**config.mk**
```make
export PLATFORM = sky130hd
export DESIGN_NAME = axi_write_stream
export DESIGN_NICKNAME = d
export VERILOG_FILES = /design/src/rtl/axi_write_stream.sv
export SDC_FILE = /design/constraint.sdc
export NUM_CORES = 2
export LEC_CHECK = 0
export BUFFER_PORTS_ARGS = -buffer_cell sky130_fd_sc_hd__buf_2
export CORE_AREA = 2 2 435 437
export CTS_CLUSTER_DIAMETER = 60
export DETAILED_ROUTE_END_ITERATION = 8
export DIE_AREA = 0 0 437 439
export GPL_TIMING_DRIVEN = 0
export SYNTH_ARGS = -nofsm -noshare
export SYNTH_HDL_FRONTEND = slang
export SYNTH_SLANG_ARGS = --single-unit
```
**constraint.sdc**
```tcl
create_clock -name M_WR_aclk -period 4.3 [get_ports M_WR_aclk]
set_input_delay 0.215 -clock M_WR_aclk [delete_from_list [all_inputs] [get_ports M_WR_aclk]]
set_output_delay 0.215 -clock M_WR_aclk [all_outputs]
set_load 0.03 [all_outputs]
```
**src/rtl/axi_write_stream.sv**
```systemverilog
// axi_write_stream
// ----------------
// AXI4 write master fed by a valid/ready stream. Incoming words are buffered
// in a first-word-fall-through FIFO. Once a whole burst (WR_LIN words) is
// buffered, a fixed-length INCR burst is written at the current block address.
// The block address then steps by WR_STRIDE and wraps to 0 inside
// WR_ADDR_RANGE. Only one burst is in flight at a time.
//
// Ports:
//   M_WR_aclk, M_WR_areset     clock, synchronous active-high reset
//   S_WR_tdata/tvalid/tready   input stream
//   o_wr_done                  one-cycle pulse after each burst's write response
//   o_wr_err                   pulses with o_wr_done when bresp was non-zero
//   m_axi_aw*                  write address channel (constant fields tied off)
//   m_axi_w*                   write data channel
//   m_axi_b*                   write response channel (bid ignored)
//   dbg_state                  current FSM state, for observation only
//
// Handshake rule used on every channel: a transfer happens on a rising clock
// edge where valid and ready are both high. Once a valid is raised, it and its
// payload hold until that transfer completes.
module axi_write_stream #(
   parameter int          WR_FLIP_BYTE  = 0,
   parameter int          WR_ADDR_WIDTH = 32,
   parameter int          WR_DATA_WIDTH = 64,
   parameter int          WR_LIN        = 16,
   parameter logic [31:0] WR_STRIDE     = 32'd4096,
   parameter logic [31:0] WR_ADDR_RANGE = 32'h10000,
   parameter int          FIFO_DEPTH    = 32
) (
   input  logic                       M_WR_aclk,
   input  logic                       M_WR_areset,
   input  logic [WR_DATA_WIDTH-1:0]   S_WR_tdata,
   input  logic                       S_WR_tvalid,
   output logic                       S_WR_tready,
   output logic                       o_wr_done,
   output logic                       o_wr_err,
   output logic                       m_axi_awid,
   output logic                       m_axi_awlock,
   output logic [2:0]                 m_axi_awprot,
   output logic [3:0]                 m_axi_awqos,
   output logic [3:0]                 m_axi_awcache,
   output logic [WR_ADDR_WIDTH-1:0]   m_axi_awaddr,
   output logic [7:0]                 m_axi_awlen,
   output logic [2:0]                 m_axi_awsize,
   output logic [1:0]                 m_axi_awburst,
   output logic                       m_axi_awvalid,
   input  logic                       m_axi_awready,
   output logic [WR_DATA_WIDTH-1:0]   m_axi_wdata,
   output logic [WR_DATA_WIDTH/8-1:0] m_axi_wstrb,
   output logic                       m_axi_wlast,
   output logic                       m_axi_wvalid,
   input  logic                       m_axi_wready,
   input  logic                       m_axi_bid,
   input  logic [1:0]                 m_axi_bresp,
   input  logic                       m_axi_bvalid,
   output logic                       m_axi_bready,
   output logic [2:0]                 dbg_state
);

   localparam int PW = $clog2(FIFO_DEPTH);
   localparam int NB = WR_DATA_WIDTH / 8;

   typedef enum logic [2:0] {
      WAIT_WR = 3'd0,
      WR_ADDR = 3'd1,
      WR_DATA = 3'd2,
      WR_RESP = 3'd3,
      WR_STOP = 3'd4
   } state_t;

   state_t state, state_next;

   // ---------------- FIFO ----------------
   logic [WR_DATA_WIDTH-1:0] mem [FIFO_DEPTH];
   logic [PW-1:0]            wr_ptr, rd_ptr;
   logic [PW:0]              count;
   logic                     full, push, pop;
   logic [WR_DATA_WIDTH-1:0] head, head_flip;

   assign full        = (count == (PW+1)'(FIFO_DEPTH));
   assign S_WR_tready = !full && !M_WR_areset;
   assign push        = S_WR_tvalid && S_WR_tready;
   assign pop         = m_axi_wvalid && m_axi_wready;
   assign head        = mem[rd_ptr];

   always_ff @(posedge M_WR_aclk) begin
      if (M_WR_areset) begin
         wr_ptr <= '0;
         rd_ptr <= '0;
         count  <= '0;
      end else begin
         if (push) wr_ptr <= wr_ptr + 1'b1;
         if (pop)  rd_ptr <= rd_ptr + 1'b1;
         // Push and pop together leave the count where it is.
         case ({push, pop})
            2'b10:   count <= count + 1'b1;
            2'b01:   count <= count - 1'b1;
            default: count <= count;
         endcase
      end
   end

   // Storage needs no reset; push is already blocked while reset is high.
   always_ff @(posedge M_WR_aclk) begin
      if (push) mem[wr_ptr] <= S_WR_tdata;
   end

   // Optional byte reversal of each beat on its way to AXI.
   always_comb begin
      head_flip = head;
      if (WR_FLIP_BYTE != 0) begin
         for (int b = 0; b < NB; b++) begin
            head_flip[8*b +: 8] = head[8*(NB-1-b) +: 8];
         end
      end
   end

   // ---------------- FSM ----------------
   logic [7:0]               beat;
   logic [31:0]              addr_q;
   logic [1:0]               bresp_q;
   logic [WR_ADDR_WIDTH-1:0] awaddr_q;
   logic [7:0]               awlen_q;
   logic [2:0]               awsize_q;
   logic [1:0]               awburst_q;

   always_comb begin
      state_next    = state;
      m_axi_awvalid = 1'b0;
      m_axi_wvalid  = 1'b0;
      m_axi_wlast   = 1'b0;
      m_axi_bready  = 1'b0;
      o_wr_done     = 1'b0;
      o_wr_err      = 1'b0;
      case (state)
         WAIT_WR: begin
            // Waiting for a whole burst guarantees W never starves mid-burst.
            if (count >= (PW+1)'(WR_LIN)) state_next = WR_ADDR;
         end
         WR_ADDR: begin
            m_axi_awvalid = 1'b1;
            if (m_axi_awready) state_next = WR_DATA;
         end
         WR_DATA: begin
            m_axi_wvalid = 1'b1;
            m_axi_wlast  = (beat == 8'(WR_LIN - 1));
            if (m_axi_wready && m_axi_wlast) state_next = WR_RESP;
         end
         WR_RESP: begin
            m_axi_bready = 1'b1;
            if (m_axi_bvalid) state_next = WR_STOP;
         end
         WR_STOP: begin
            o_wr_done  = 1'b1;
            o_wr_err   = (bresp_q != 2'b00);
            state_next = WAIT_WR;
         end
         default: state_next = WAIT_WR;
      endcase
   end

   always_ff @(posedge M_WR_aclk) begin
      if (M_WR_areset) begin
         state     <= WAIT_WR;
         beat      <= '0;
         addr_q    <= '0;
         bresp_q   <= '0;
         awaddr_q  <= '0;
         awlen_q   <= '0;
         awsize_q  <= '0;
         awburst_q <= '0;
      end else begin
         state <= state_next;
         // AW fields are captured as the burst is launched and hold afterwards.
         if (state == WAIT_WR && state_next == WR_ADDR) begin
            awaddr_q  <= addr_q[WR_ADDR_WIDTH-1:0];
            awlen_q   <= 8'(WR_LIN - 1);
            awsize_q  <= 3'($clog2(NB));
            awburst_q <= 2'b01;
         end
         if (pop) beat <= m_axi_wlast ? 8'd0 : beat + 8'd1;
         if (m_axi_bvalid && m_axi_bready) bresp_q <= m_axi_bresp;
         if (state == WR_STOP) begin
            addr_q <= (addr_q >= WR_ADDR_RANGE - WR_STRIDE) ? 32'd0 : addr_q + WR_STRIDE;
         end
      end
   end

   // ---------------- outputs ----------------
   assign m_axi_awid    = 1'b0;
   assign m_axi_awlock  = 1'b0;
   assign m_axi_awprot  = 3'd0;
   assign m_axi_awqos   = 4'd0;
   assign m_axi_awcache = 4'd3;
   assign m_axi_awaddr  = awaddr_q;
   assign m_axi_awlen   = awlen_q;
   assign m_axi_awsize  = awsize_q;
   assign m_axi_awburst = awburst_q;
   assign m_axi_wdata   = head_flip;
   assign m_axi_wstrb   = '1;
   assign dbg_state     = state;

   logic unused_bid;
   assign unused_bid = m_axi_bid;

endmodule

```
**Word level (Yosys, flattened, before mapping)**

Memories as Yosys holds them, arrays and structs flattened. A register that Yosys moved wholly into a read port is not among the register bits.
Index checks and enable logic that the tools add are counted.
W data, S select, Z words.

- Add/sub/neg operators: 6
- Multiplexer cells: 18
- Magnitude comparators: 2
- Equality and inequality tests: 9
- Reductions and logical operators: 11

Operators by type and width:

| kind | number |
|---|---|
| $add A32 B13 Y32 const B | 1 |
| $ge A32 B16 Y1 const B | 1 |
| $mux W32 | 1 |
| $mux W3 | 4 |
| $pmux W3 S4 | 1 |
| $pmux W6 S2 | 1 |
| $add A5 B1 Y5 const B | 2 |
| $mux W5 | 2 |
| $add A8 B1 Y8 const B | 1 |
| $eq A8 B4 Y1 const B | 1 |
| $mux W1 | 8 |
| $mux W8 | 1 |
| $add A6 B1 Y6 const B | 1 |
| $eq A3 B1 Y1 const B | 2 |
| $eq A3 B2 Y1 const B | 2 |
| $eq A6 B6 Y1 const B | 1 |
| $ge A6 B5 Y1 const B | 1 |
| $logic_and A1 B1 Y1 | 6 |
| $sub A6 B1 Y6 const B | 1 |
| $reduce_bool A2 Y1 | 2 |
| $eq A3 B3 Y1 const B | 1 |
| $logic_not A3 Y1 | 1 |
| $eq A2 B1 Y1 const B | 1 |
| $eq A2 B2 Y1 const B | 1 |
| $logic_not A1 Y1 | 2 |

- Bits of input ports: 73
- Bits in writable memories: 2048
- Logic and storage cells: 58
- Output and inout bits: 140
- Memories: 1
- Flip-flop bits (word level): 96

Memories:

| name | words | width | rd ports | clocked after memory_dff | write ports | RTL line | source |
|---|---|---|---|---|---|---|---|
| mem | 32 | 64 | 1 | 1 | 1 | 75 | `logic [WR_DATA_WIDTH-1:0] mem [FIFO_DEPTH];` |

**Logic depth before layout (Yosys ltp)**

- Word-level depth: 6
- Depth in mapped cells: 13
- Depth with buffers taken out: 10

**Worst setup path after synthesis**

No wires, ideal clock.

- Kind: reg-to-reg
- Start point: register count[1]
- End point: memory mem[30][0] (enable)
- Required time: 3813 ps
- Buffers on the path: 1
- Library setup time: 487 ps
- Clock period less this slack: 4488 ps
- Path slack: -188 ps
- Arrival: 4001 ps
- Cell stages (with the launch flop): 6
- Cells stage by stage: dfxtp_1 clkbuf_1 nor4_2 a211oi_2 nand2_1 nor2_1

- Longest elaborated chain between the ends: 6

RTL lines:

| element | RTL line | source |
|---|---|---|
| start: declaration | 77 | `logic [PW:0] count;` |
| start signal: assignment | 97 | `2'b10: count <= count + 1'b1;` |
| start signal: assignment | 98 | `2'b01: count <= count - 1'b1;` |
| start signal: assignment | 99 | `default: count <= count;` |
| $eq A6 B6 Y1 | 81 | `assign full = (count == (PW+1)'(FIFO_DEPTH));` |
| $logic_not A1 Y1 | 82 | `assign S_WR_tready = !full && !M_WR_areset;` |
| $logic_and A1 B1 Y1 | 82 |  |
| $logic_and A1 B1 Y1 | 83 | `assign push = S_WR_tvalid && S_WR_tready;` |
| $mux W1 | 106 | `if (push) mem[wr_ptr] <= S_WR_tdata;` |
| $mux W1 (implied by the code) | 106 |  |
| end: declaration | 75 |  |

Every way passes these cells.

==> flow_metrics.py <==
metrics = {
    "synthesis": {
        "synthFlopType": "edfxtp_1",
        "synth.top_cells.by_count": "edfxtp_1 (2048), mux2i_1 (418), mux4_2 (326)",
        "yosys.area_share.simple_pct": 2.24,
        "yosysTopAreaCellShare_pct": 75.2,
        "synthAdderAreaFrac_pct": 0.153,
        "yosys.cell_count.top_type": "edfxtp_1",
        "synth_compound_area_share_pct": 4.10,
        "synth_top_family_by_area": "multiplexers",
        "synthCells": 3964,
        "syn_area_um2": 81700,
        "postSynth.asyncResetShare_pct": 0,
        "ys_warn_count": 0,
        "ys_ff_latch": 2123,
        "synthTopCellsByArea": "edfxtp_1 (75%), mux4_2 (9.0%), mux2i_1 (5.1%)",
        "syn_area_per_cell_um2": 20.6,
        "synthMuxAreaShare_pct": 14.1,
        "synth_edf_count": 2048,
        "synth_xor_area_share_pct": 0.246,
        "synth_cell_types": 72,
        "synth_top_cell_by_area": "edfxtp_1",
        "yosysSeqAreaShare_pct": 77.1,
    },
    "setup_path": {
        "worstSetupPathType": "reg -> out",
        "critPathLaunchType": "register",
        "critPathRequiredTime_ps": 4090,
        "worstReg2RegEnd": "mem[2][45]",
        "ff2ff_path_depth": 7,
        "timing.rr.start": "count[1]",
        "arrival_ps": 4000,
        "setup.worst_path.end": "m_axi_wdata[39]",
        "r2r_setup_slack_ps": 660,
        "worstSetupEndpointType": "output pin",
        "crit_fanout": 10,
    },
    "routing": {
        "drt_first_pass_iters": 5,
        "finalWirelength_mm": 209,
        "num_vias": 41121,
        "drtIter0Drc": 4600,
        "ant_nets": 0,
        "vias_per_cell": 5.69,
        "wl_per_cell_um": 28.9,
        "drc": 0,
    },
    "timing": {
        "max-slew-margin-rel_pct": 11.5,
        "final_max_slew_viol_count": 0,
        "setup-violations-final": 0,
        "fin_hold_ws_ps": 247,
        "fin_crit_sh_pct": 98.0,
        "worstMarginPinSlew_ps": 1330,
        "fin_ws_ps": 85.1,
        "period_needed_ps": 4210,
        "max_freq_ghz": 0.237,
        "grt_setup_unrepaired": "no",
        "skew_ps": 26.2,
        "finalHoldViolations": 0,
    },
    "clocking": {
        "cts_root_buffer": "clkbuf_16",
        "cts_buffer_depth": 3,
        "clkSlewWorstSetupHoldPaths_ps": 60,
        "htreeDepth": 4,
        "cts_sinks": 2123,
        "numCtsBuffers": 211,
        "cts_setup_buffers": 0,
        "cts_tree": "built",
        "clock_latency_ps": 840,
    },
    "placement": {
        "io_buffer_count": 171,
        "place_hpwl_mm": 140,
        "place_congestion": 0.755,
        "place_ws_ps": 271,
    },
    "global_route": {
        "grt_pass1_vias": 41846,
        "grt_pass1_wl_mm": 300,
        "antenna_found_initial": 9,
        "grt_max_degree": 33,
        "grtUsageTotal_pct": 21.7,
        "grt_overflow_total": 0,
    },
    "power": {
        "p_per_area_nw_per_um2": 428,
        "internal-power_uw": 32700,
        "power_frac_seq_pct": 55.6,
        "comb_power_share_pct": 1.9,
        "power.leakage_uw": 0.0295,
        "peakVddDrop_mv": 0.411,
        "p_sw_share_pct": 20.1,
        "power_switching_uw": 8240,
        "p_clk_share_pct": 42.5,
    },
    "die": {
        "rows": 159,
        "die_w_um": 437,
        "die_h_um": 439,
        "coreArea_um2": 187000,
        "start_util_pct": 43.7,
        "die_area_um2": 192000,
        "ioPinCount": 213,
    },
    "final_layout": {
        "syn2layout_area_growth_pct": 16.9,
        "layout-drive-gt1-share_pct": 24.8,
        "n_fill_cell": 14921,
        "nets": 4638,
    },
    "flow_run": {
        "drv_cap": 0,
    },
    "min_path": {
        "hp-class": "in -> reg",
    },
    "run_status": {
        "outcome": "finished, final reports clean",
    },
}
metrics by stage:
stage                     instances  TNS (ps)  instance area [µm²]  total power [µW]  utilization, %
after global routing           7219         0                95600             42100            51.1
after floorplan                4001   -316450                81900             23500               -
final                          7221         0                95600             40900            51.1
after CTS                      7217     -1.78                95500             41200            51.1
after detailed placement       6761         0                88100             23900            47.1
after global placement         6667  -8312850                85900             23900            45.9
registers in the layout (all words and copies together), names as in the netlist, named ones only:
| register | flops |
|---|---|
| bresp_q | 2 |
| rd_ptr | 5 |
| m_axi_awaddr | 20 |
| dbg_state | 3 |
| m_axi_awlen | 1 |
| count | 6 |
| wr_ptr | 5 |
| addr_q | 20 |
| beat | 8 |
| mem | 2048 |
worst min path at each step:
| stage | start | depth (start not counted) | end |
|---|---|---|---|
| 4_1_cts | m_axi_bvalid | 4 | dbg_state[2] |
| 5_1_grt | m_axi_bvalid | 4 | dbg_state[0] |
| 3_3_place_gp | m_axi_awaddr[27] | 2 | m_axi_awaddr[27] |
| 2_1_floorplan | S_WR_tdata[0] | 0 | mem[0][0] |
| 3_5_place_dp | m_axi_awaddr[17] | 2 | m_axi_awaddr[17] |
| 6_report | m_axi_bvalid | 4 | dbg_state[2] |
layer usage:
| layer | GRT usage, % | vias up | routed length [µm] |
|---|---|---|---|
| li1 | - | 17589 | - |
| met4 | 5.23 | 0 | 4220 |
| met2 | 36.4 | 1423 | 104000 |
| met5 | 0 | - | 0 |
| met3 | 3.37 | 260 | 12700 |
| met1 | 29.8 | 21849 | 87600 |
what timing repair did:
item | CTS | global route
setup endpoints to repair | 50 | 12
hold buffers | 77 | 0
hold endpoints to repair | 2065 | 0
gates resized for setup | 40 | 5
placed cells by master, fill, tap and decap left out, types with 9 or more instances in the layout:
cell and count:
buf_2 240, a221oi_1 14, nand4_1 12, mux4_2 326
nand3_1 22, nand2_1 133, clkinv_2 26, a22oi_1 151
dlygate4sd3_1 77, and3_1 9, a21oi_1 30, a2111oi_4 12
inv_1 10, xor2_1 15, a221o_1 24, buf_6 22
o21ai_0 16, ha_1 10, buf_12 81, buf_1 12
a31oi_1 11, dfxtp_1 75, nor3_1 29, buf_4 91
mux2i_1 418, conb_1 39, edfxtp_1 2048, nor4_1 10
o22ai_1 56, nor2_1 47, clkinv_1 63, a22o_1 40
bufinv_16 9, clkbuf_1 110, a2111oi_2 31, buf_16 13
nor2_4 32, clkbuf_16 216, o21ai_1 14
logic make-up (layout without fill, tap and decap cells):
kind of cell | after synthesis | in the layout
other cells | 2 | 43
simple gates | 363 | 363
xor+xnor | 23 | 23
buf+inv | 281 | 1002
flops | 2123 | 2123
compound gates | 415 | 415
fa+ha+maj | 10 | 10
mux | 747 | 747
worst max-delay path, cell delays in order, from the launching register on:
cell and delay, ps:
dfxtp_1 320, buf_6 160, buf_6 210, clkbuf_1 940, mux4_2 380, mux2i_1 130, a2111oi_2 670, buf_2 310
power by group through the flow:
stage	combinational (µW)	sequential, µW	clock [µW]
after floorplan	290	23200	0
after global placement	680	23200	0
after detailed placement	735	23200	0
after CTS	803	22700	17700
after global routing	858	22700	18500
final	795	22700	17400
final cells by class:
class	count	area [µm²]	share of cell area, %
multi-input cells	1597	17700	18.5
diodes	4	10.0	0.0105
flip-flops and latches	2123	63000	65.9
clock buffers	269	5640	5.90
inverters	13	48.8	0.0511
well taps	2495	3120	3.27
clock inverters	111	811	0.848
plain buffers	267	1660	1.73
repair buffers	342	3590	3.76
No activity file was read; power rests on OpenSTA's default activity.
